==> src/rtl/image_filter_conv3x3_if.sv <==
// ---------------------------------------------------------------------------
// image_filter_conv3x3_if
// Avalon-MM slave bus bundle for the 3x3 convolution filter.
//   address     [3:0]  word address
//   read               read strobe
//   readdata    [31:0] read data (slave -> master)
//   write              write strobe
//   writedata   [31:0] write data
//   waitrequest        stall (slave -> master); master holds its request
// Modports: master (bridge side), slave (filter side).
// ---------------------------------------------------------------------------
interface image_filter_conv3x3_if;
  logic [3:0]  address;
  logic        read;
  logic [31:0] readdata;
  logic        write;
  logic [31:0] writedata;
  logic        waitrequest;

  modport master (
    output address, read, write, writedata,
    input  readdata, waitrequest
  );

  modport slave (
    input  address, read, write, writedata,
    output readdata, waitrequest
  );
endinterface

==> src/rtl/image_filter_conv3x3.sv <==
// ---------------------------------------------------------------------------
// image_filter_conv3x3
// Avalon-MM slave holding a 3x3 pixel window, a programmable signed 3x3
// kernel, an output shift and a mode. Reading RESULT while the inputs have
// changed (dirty) runs a sequential 9-tap MAC per channel, stalling the bus
// with waitrequest for 11 cycles; clean reads and all other accesses are
// zero-wait.
// Ports:
//   clk    system clock
//   reset  synchronous, active-high
//   SW     [3]=1 overrides the mode with SW[1:0]; otherwise CTRL[1:0]
//   bus    Avalon-MM slave (address/read/readdata/write/writedata/waitrequest)
// Register map (word addresses):
//   0-8 PIX[k], 9-11 COEF (k(3j+i) at [i*COEF_W +: COEF_W] of word 9+j),
//   12 CTRL ([1:0] mode, [7:4] shift), 13 STATUS ([0] dirty, [1] busy,
//   [15:8] compute count), 14 RESULT, 15 reserved.
// ---------------------------------------------------------------------------
module image_filter_conv3x3 #(
  parameter int CH_W   = 8,
  parameter int NCH    = 3,
  parameter int COEF_W = 8
) (
  input  logic                   clk,
  input  logic                   reset,
  input  logic [3:0]             SW,
  image_filter_conv3x3_if.slave  bus
);

  localparam int PIX_W  = NCH * CH_W;
  localparam int PROD_W = COEF_W + CH_W + 1;
  // 9 products of PROD_W bits need 4 more bits of headroom; one spare.
  localparam int ACC_W  = CH_W + COEF_W + 5;
  // Channel offsets used by gray; only meaningful when NCH == 3.
  localparam int R_LO   = (NCH == 3) ? 2 * CH_W : 0;
  localparam int G_LO   = (NCH == 3) ? CH_W : 0;

  typedef enum logic [1:0] {IDLE, MAC, SAT} state_t;

  state_t                    state;
  logic [PIX_W-1:0]          pix [9];
  logic signed [COEF_W-1:0]  coef [9];
  logic [1:0]                ctrl_mode;
  logic [3:0]                ctrl_shift;
  logic [PIX_W-1:0]          result;
  logic                      dirty;
  logic [7:0]                count;
  logic [3:0]                tap;
  logic signed [ACC_W-1:0]   acc [NCH];

  logic signed [PROD_W-1:0]  coef_ext;
  logic signed [PROD_W-1:0]  pix_ext [NCH];
  logic signed [PROD_W-1:0]  prod [NCH];
  logic                      start;
  logic                      wr_accept;
  logic [1:0]                eff_mode;
  logic [PIX_W-1:0]          kern_res;
  logic [PIX_W-1:0]          mode_res;
  logic [31:0]               rdata;
  logic                      unused_bits;

  // Arithmetic shift then clamp to the unsigned channel range.
  function automatic logic [CH_W-1:0] sat_ch(input logic signed [ACC_W-1:0] a,
                                             input logic [3:0] sh);
    logic signed [ACC_W-1:0] v;
    v = a >>> sh;
    if (v[ACC_W-1])
      return '0;
    else if (|v[ACC_W-2:CH_W])
      return '1;
    return v[CH_W-1:0];
  endfunction

  // Luma approximation (R + 2G + B) / 4, replicated to every channel.
  function automatic logic [PIX_W-1:0] gray_pix(input logic [PIX_W-1:0] p);
    logic [CH_W+1:0]  sum;
    logic [PIX_W-1:0] o;
    sum = {2'b00, p[R_LO +: CH_W]} + {1'b0, p[G_LO +: CH_W], 1'b0}
        + {2'b00, p[0 +: CH_W]};
    o = '0;
    for (int c = 0; c < NCH; c++)
      o[c*CH_W +: CH_W] = sum[CH_W+1:2];
    return o;
  endfunction

  assign eff_mode  = SW[3] ? SW[1:0] : ctrl_mode;
  assign start     = (state == IDLE) && bus.read && (bus.address == 4'd14) && dirty;
  // Read has priority: a write presented together with a read is not taken.
  assign wr_accept = (state == IDLE) && bus.write && !bus.read;

  assign bus.waitrequest = (state != IDLE) || start;
  assign bus.readdata    = rdata;

  // SW[2] has no function; writedata upper bits are ignored by most registers.
  assign unused_bits = ^{SW[2], bus.writedata};

  // ---- MAC product stage: signed coefficient x zero-extended channel ----
  always_comb begin
    coef_ext = PROD_W'(coef[tap]);
    for (int c = 0; c < NCH; c++) begin
      pix_ext[c] = PROD_W'($signed({1'b0, pix[tap][c*CH_W +: CH_W]}));
      prod[c]    = coef_ext * pix_ext[c];
    end
  end

  // ---- SAT stage: shift/clamp and mode selection ----
  always_comb begin
    kern_res = '0;
    for (int c = 0; c < NCH; c++)
      kern_res[c*CH_W +: CH_W] = sat_ch(acc[c], ctrl_shift);
  end

  always_comb begin
    mode_res = pix[4];
    case (eff_mode)
      2'd0: mode_res = pix[4];
      2'd1: mode_res = kern_res;
      2'd2: mode_res = (NCH == 3) ? gray_pix(pix[4]) : pix[4];
      2'd3: mode_res = ~pix[4];
      default: mode_res = pix[4];
    endcase
  end

  always_comb begin
    rdata = '0;
    case (bus.address)
      4'd9:    rdata = 32'({coef[2], coef[1], coef[0]});
      4'd10:   rdata = 32'({coef[5], coef[4], coef[3]});
      4'd11:   rdata = 32'({coef[8], coef[7], coef[6]});
      4'd12:   rdata = {24'd0, ctrl_shift, 2'b00, ctrl_mode};
      4'd13:   rdata = {16'd0, count, 6'd0, (state != IDLE), dirty};
      4'd14:   rdata = 32'(result);
      4'd15:   rdata = '0;
      default: rdata = 32'(pix[bus.address]);
    endcase
  end

  always_ff @(posedge clk) begin
    if (reset) begin
      state      <= IDLE;
      dirty      <= 1'b1;
      count      <= '0;
      ctrl_mode  <= '0;
      ctrl_shift <= '0;
      result     <= '0;
      for (int i = 0; i < 9; i++) begin
        pix[i]  <= '0;
        coef[i] <= (i == 4) ? COEF_W'(1) : '0;
      end
    end else begin
      case (state)
        IDLE: begin
          if (start) begin
            state <= MAC;
            tap   <= '0;
            for (int c = 0; c < NCH; c++)
              acc[c] <= '0;
          end else if (wr_accept) begin
            if (bus.address <= 4'd12)
              dirty <= 1'b1;
            if (bus.address <= 4'd8)
              pix[bus.address] <= bus.writedata[PIX_W-1:0];
            case (bus.address)
              4'd9:
                for (int i = 0; i < 3; i++)
                  coef[i] <= bus.writedata[i*COEF_W +: COEF_W];
              4'd10:
                for (int i = 0; i < 3; i++)
                  coef[3+i] <= bus.writedata[i*COEF_W +: COEF_W];
              4'd11:
                for (int i = 0; i < 3; i++)
                  coef[6+i] <= bus.writedata[i*COEF_W +: COEF_W];
              4'd12: begin
                ctrl_mode  <= bus.writedata[1:0];
                ctrl_shift <= bus.writedata[7:4];
              end
              default: ;
            endcase
          end
        end
        // ---- MAC stage boundary: accumulate one tap per cycle ----
        MAC: begin
          for (int c = 0; c < NCH; c++)
            acc[c] <= acc[c] + {{(ACC_W-PROD_W){prod[c][PROD_W-1]}}, prod[c]};
          if (tap == 4'd8)
            state <= SAT;
          else
            tap <= tap + 4'd1;
        end
        // ---- SAT stage boundary: commit result, mode sampled here ----
        SAT: begin
          result <= mode_res;
          dirty  <= 1'b0;
          count  <= count + 8'd1;
          state  <= IDLE;
        end
        default: state <= IDLE;
      endcase
    end
  end

endmodule

==> src/flat_wrapper.sv <==
// flat-port wrapper written by rule: the top's interface ports become plain ports
module image_filter_conv3x3_flat 
#(
  parameter int CH_W   = 8,
  parameter int NCH    = 3,
  parameter int COEF_W = 8
)
  (clk, reset, SW, bus_address, bus_read, bus_write, bus_writedata, bus_readdata, bus_waitrequest);
  image_filter_conv3x3_if bus_i ();
  input  logic clk;
  input  logic reset;
  input  logic [3:0] SW;
  input wire logic [$bits(bus_i.address)-1:0] bus_address;
  input wire logic [$bits(bus_i.read)-1:0] bus_read;
  input wire logic [$bits(bus_i.write)-1:0] bus_write;
  input wire logic [$bits(bus_i.writedata)-1:0] bus_writedata;
  output wire logic [$bits(bus_i.readdata)-1:0] bus_readdata;
  output wire logic [$bits(bus_i.waitrequest)-1:0] bus_waitrequest;
  assign bus_i.address = bus_address;
  assign bus_i.read = bus_read;
  assign bus_i.write = bus_write;
  assign bus_i.writedata = bus_writedata;
  assign bus_readdata = bus_i.readdata;
  assign bus_waitrequest = bus_i.waitrequest;
  image_filter_conv3x3 #(.CH_W(CH_W), .NCH(NCH), .COEF_W(COEF_W)) u_core (.clk(clk), .reset(reset), .SW(SW), .bus(bus_i));
endmodule
==> config.mk <==
export PLATFORM = sky130hd
export DESIGN_NAME = image_filter_conv3x3_flat
export DESIGN_NICKNAME = d
export VERILOG_FILES = /design/src/rtl/image_filter_conv3x3_if.sv /design/src/rtl/image_filter_conv3x3.sv /design/src/flat_wrapper.sv
export SDC_FILE = /design/constraint.sdc
export NUM_CORES = 2
export LEC_CHECK = 0
export CAP_MARGIN = 20
export CORE_MARGIN = 3
export CORE_UTILIZATION = 35
export CTS_BUF_LIST = sky130_fd_sc_hd__clkbuf_16
export CTS_CLUSTER_SIZE = 40
export DETAILED_ROUTE_END_ITERATION = 16
export GPL_TIMING_DRIVEN = 0
export PLACE_DENSITY = 0.49
export REMOVE_ABC_BUFFERS = 1
export SETUP_SLACK_MARGIN = 0.2
export SLEW_MARGIN = 0
export SYNTH_ARGS = -nofsm -noshare
export SYNTH_HDL_FRONTEND = slang
export SYNTH_SLANG_ARGS = --single-unit
==> constraint.sdc <==
create_clock -name clk -period 9.2 [get_ports clk]
set_clock_uncertainty 0.05 [all_clocks]
set_input_delay 0.92 -clock clk [delete_from_list [all_inputs] [get_ports clk]]
set_output_delay 0.92 -clock clk [all_outputs]
set_load 0.02 [all_outputs]
==> results_dict.tcl <==
set metrics [dict create \
    crit_path_max_fanout 33 \
    synth_warnings 0 \
    ys_ff_latch 568 \
    drt-total-wl_mm 112 \
    crit_slowest_cell "dfxtp_4" \
    finalHoldViolCount 0 \
    synth.most_common_cell "edfxtp_1" \
    crit_type "register to register" \
    synth_cell_types 83 \
    cts.sinks 568 \
    nets 3842 \
    setup_violations 0 \
    syn_to_final_growth_pct 15.1 \
    grt_pass1_vias 26400 \
    dieArea_mm2 0.114 \
    grt_overflow_total 0 \
    pin_count 77 \
    core_area_mm2 0.108 \
    crit_arrival_ns 8.78 \
    clockBufferDepth 3 \
    stdcell_area_mm2 0.0441 \
    synth-edff-count 523 \
    ys_seq_area_share_pct 43.3 \
    antenna_found_initial 2 \
    report.final.slew_viol_count 0 \
    multiInputGateArea_mm2 0.0209 \
    grt_util_all_layers_pct 19.9 \
    worstHoldStart "u_core.result[1]" \
    asyncSetResetFlopFracSynth_pct 0 \
    fillCellCount 10300 \
    gp_congestion 0.839 \
    fmax_ghz 0.118 \
    drt_pass1_iterations 5 \
    drc 0 \
    hpwl_mm 78.4 \
    netlist.area_leader.share_pct 40.9 \
    grt_max_degree 73 \
    period_minus_slack_ns 8.46 \
    routed_via_density 5.36 \
    end_kind "register" \
    maxCapViolCount 0 \
    synth_area_mm2 0.0384 \
    clock_latency_ns 0.65 \
    vias 26400 \
    syn_inst 3300 \
    path_clk_slew_ns 0.06 \
    synth_flop_cell "edfxtp_1" \
    grt_setup_unrepaired "false" \
    cts_buffers 72 \
    worst_pin_slew_ns 1.17 \
    die_height_um 337 \
    utilization_pct 40.9 \
    max_stage_delay_ns 0.60 \
    cp.required_ns 9.52 \
    setup_ws_ns 0.740 \
    drtAntennaViolNets 0 \
    whs_ns 0.414 \
    cts_max_level 3 \
    synth_top_cell_by_area "edfxtp_1" \
    num_rows 120 \
    routedWlPerCell_um 22.7 \
    grt_pass1_wl_mm 169 \
    cts_root_buffer "clkbuf_16" \
    vdd.ir_drop.worst_mv 0.146 \
    drive_gt1_share_pct 12.9 \
    worstHoldPathType "register to register" \
    synth_area_leaders "edfxtp_1 41%, mux4_2 11%, ha_1 6.6%" \
    period_share_pct 92.0 \
    drt_iter0_drc 2155 \
    start_util_pct 35.5 \
    powerDensity_mw_per_mm2 197 \
    post-place-ws_ns -0.492 \
    seqCellArea_mm2 0.0166 \
    status "finished clean" \
    start_kind "register" \
    power_leakage_nw 17.3 \
    placedInstanceArea_mm2 0.0416 \
    port_buffers 59 \
    slew_headroom_pct 21.2 \
    die_width_um 337 \
    synth_commonest_cells "523 x edfxtp_1, 349 x nor2_1, 266 x and2_1, 224 x inv_1, 202 x ha_1" \
    dp_cells 4795 \
    final_cells 4933 \
    cts_tree "built" \
    avgSynthCellArea_um2 11.6 \
]
-- power breakdown --
part	total (mW)	switching [mW]	internal (mW)	leakage, nW
combinational	2.84	1.61	1.23	10.6
sequential	3.01	0.0642	2.94	5.56
clock	2.84	1.17	1.66	1.19
-- per-layer routing --
metal  track usage [%]  share of wire (%)  up-vias
met5                 0              0.012        -
met1              27.5                 45    13300
met3              4.22                6.6      163
li1                  -                  -    12300
met2              31.2                 45      758
met4              5.92                3.1        2
-- worst paths after layout --
kind	end	depth (start not counted)	slack [ns]
max	u_core.acc[0][39]	28	0.74
max reg2reg	u_core.acc[0][39]	28	0.74
min reg2reg	u_core.result[1]	2	0.41
min	u_core.result[1]	2	0.41
-- through the flow --
| step | total power [mW] | setup TNS, ns |
|---|---|---|
| 2_1_floorplan | 5.18 | -89.28 |
| 3_3_place_gp | 5.87 | -1174.62 |
| 3_5_place_dp | 5.87 | -2.76 |
| 4_1_cts | 8.75 | 0 |
| 5_1_grt | 9.24 | 0 |
| 6_report | 8.68 | 0 |
-- state kept, by name, summed over array words and instances, names as in the netlist, named ones only --
signal / flops
u_core.tap: 4
u_core.coef: 72
u_core.dirty: 1
u_core.acc: 63
u_core.result: 24
u_core.ctrl_mode: 2
u_core.pix: 384
u_core.count: 8
u_core.state: 2
u_core.ctrl_shift: 4
-- placed cells by master, fill, tap and decap left out, drive strengths merged, types with 45 or more instances in the layout --
cell type,count
clkbuf,75
ha,202
inv,242
dfxtp,45
nor2,349
nand2,158
mux4,187
o21ai,119
clkdlybuf4s50,54
edfxtp,523
and2,266
mux2i,83
buf,62
a21oi,172
xnor2,52
mux2,46
nand2b,51
fa,122
conb,176
-- critical path, delay by kind of cell, from the launching register on --
family                     cells  cell delay, ns
adders and majority gates      6            2.61
AOI/OAI and AO/OA              5            1.73
and+or+nand+nor                7            1.14
muxes                          2            0.83
buffers and inverters          6            0.81
DFF                            1            0.60
xor gates and xnor gates       2            0.33
-- layout make-up --
type / instances / share of cell area (%)
diodes: 2 / 0.0113
clock buffers: 74 / 4.20
clock inverters: 54 / 1.13
inverters: 226 / 1.93
multi-input cells: 2488 / 47.5
flip-flops and latches: 568 / 37.7
well taps: 1403 / 3.98
repair buffers: 118 / 3.61
-- repair_timing --
action / 4_1_cts / 5_1_grt
setup endpoints to repair: 21 / 9
hold endpoints to repair: 0 / 0
gates resized for setup: 2 / 11
hold buffers: 0 / 0
setup buffers: 3 / 3
-- cell families (layout without fill, tap and decap cells) --
kind of cell	Yosys count	in the layout	share of synthesized area (%)
adders and majority gates	324	324	13.0
muxes	316	316	14.5
and+or+nand+nor	1003	1003	13.0
buffers and inverters	419	472	4.37
AOI/OAI and AO/OA	578	578	9.70
xor gates and xnor gates	91	91	2.15
other	1	178	0.00978
DFF	568	568	43.3
Note: power is estimated with default switching activity, not from simulation.
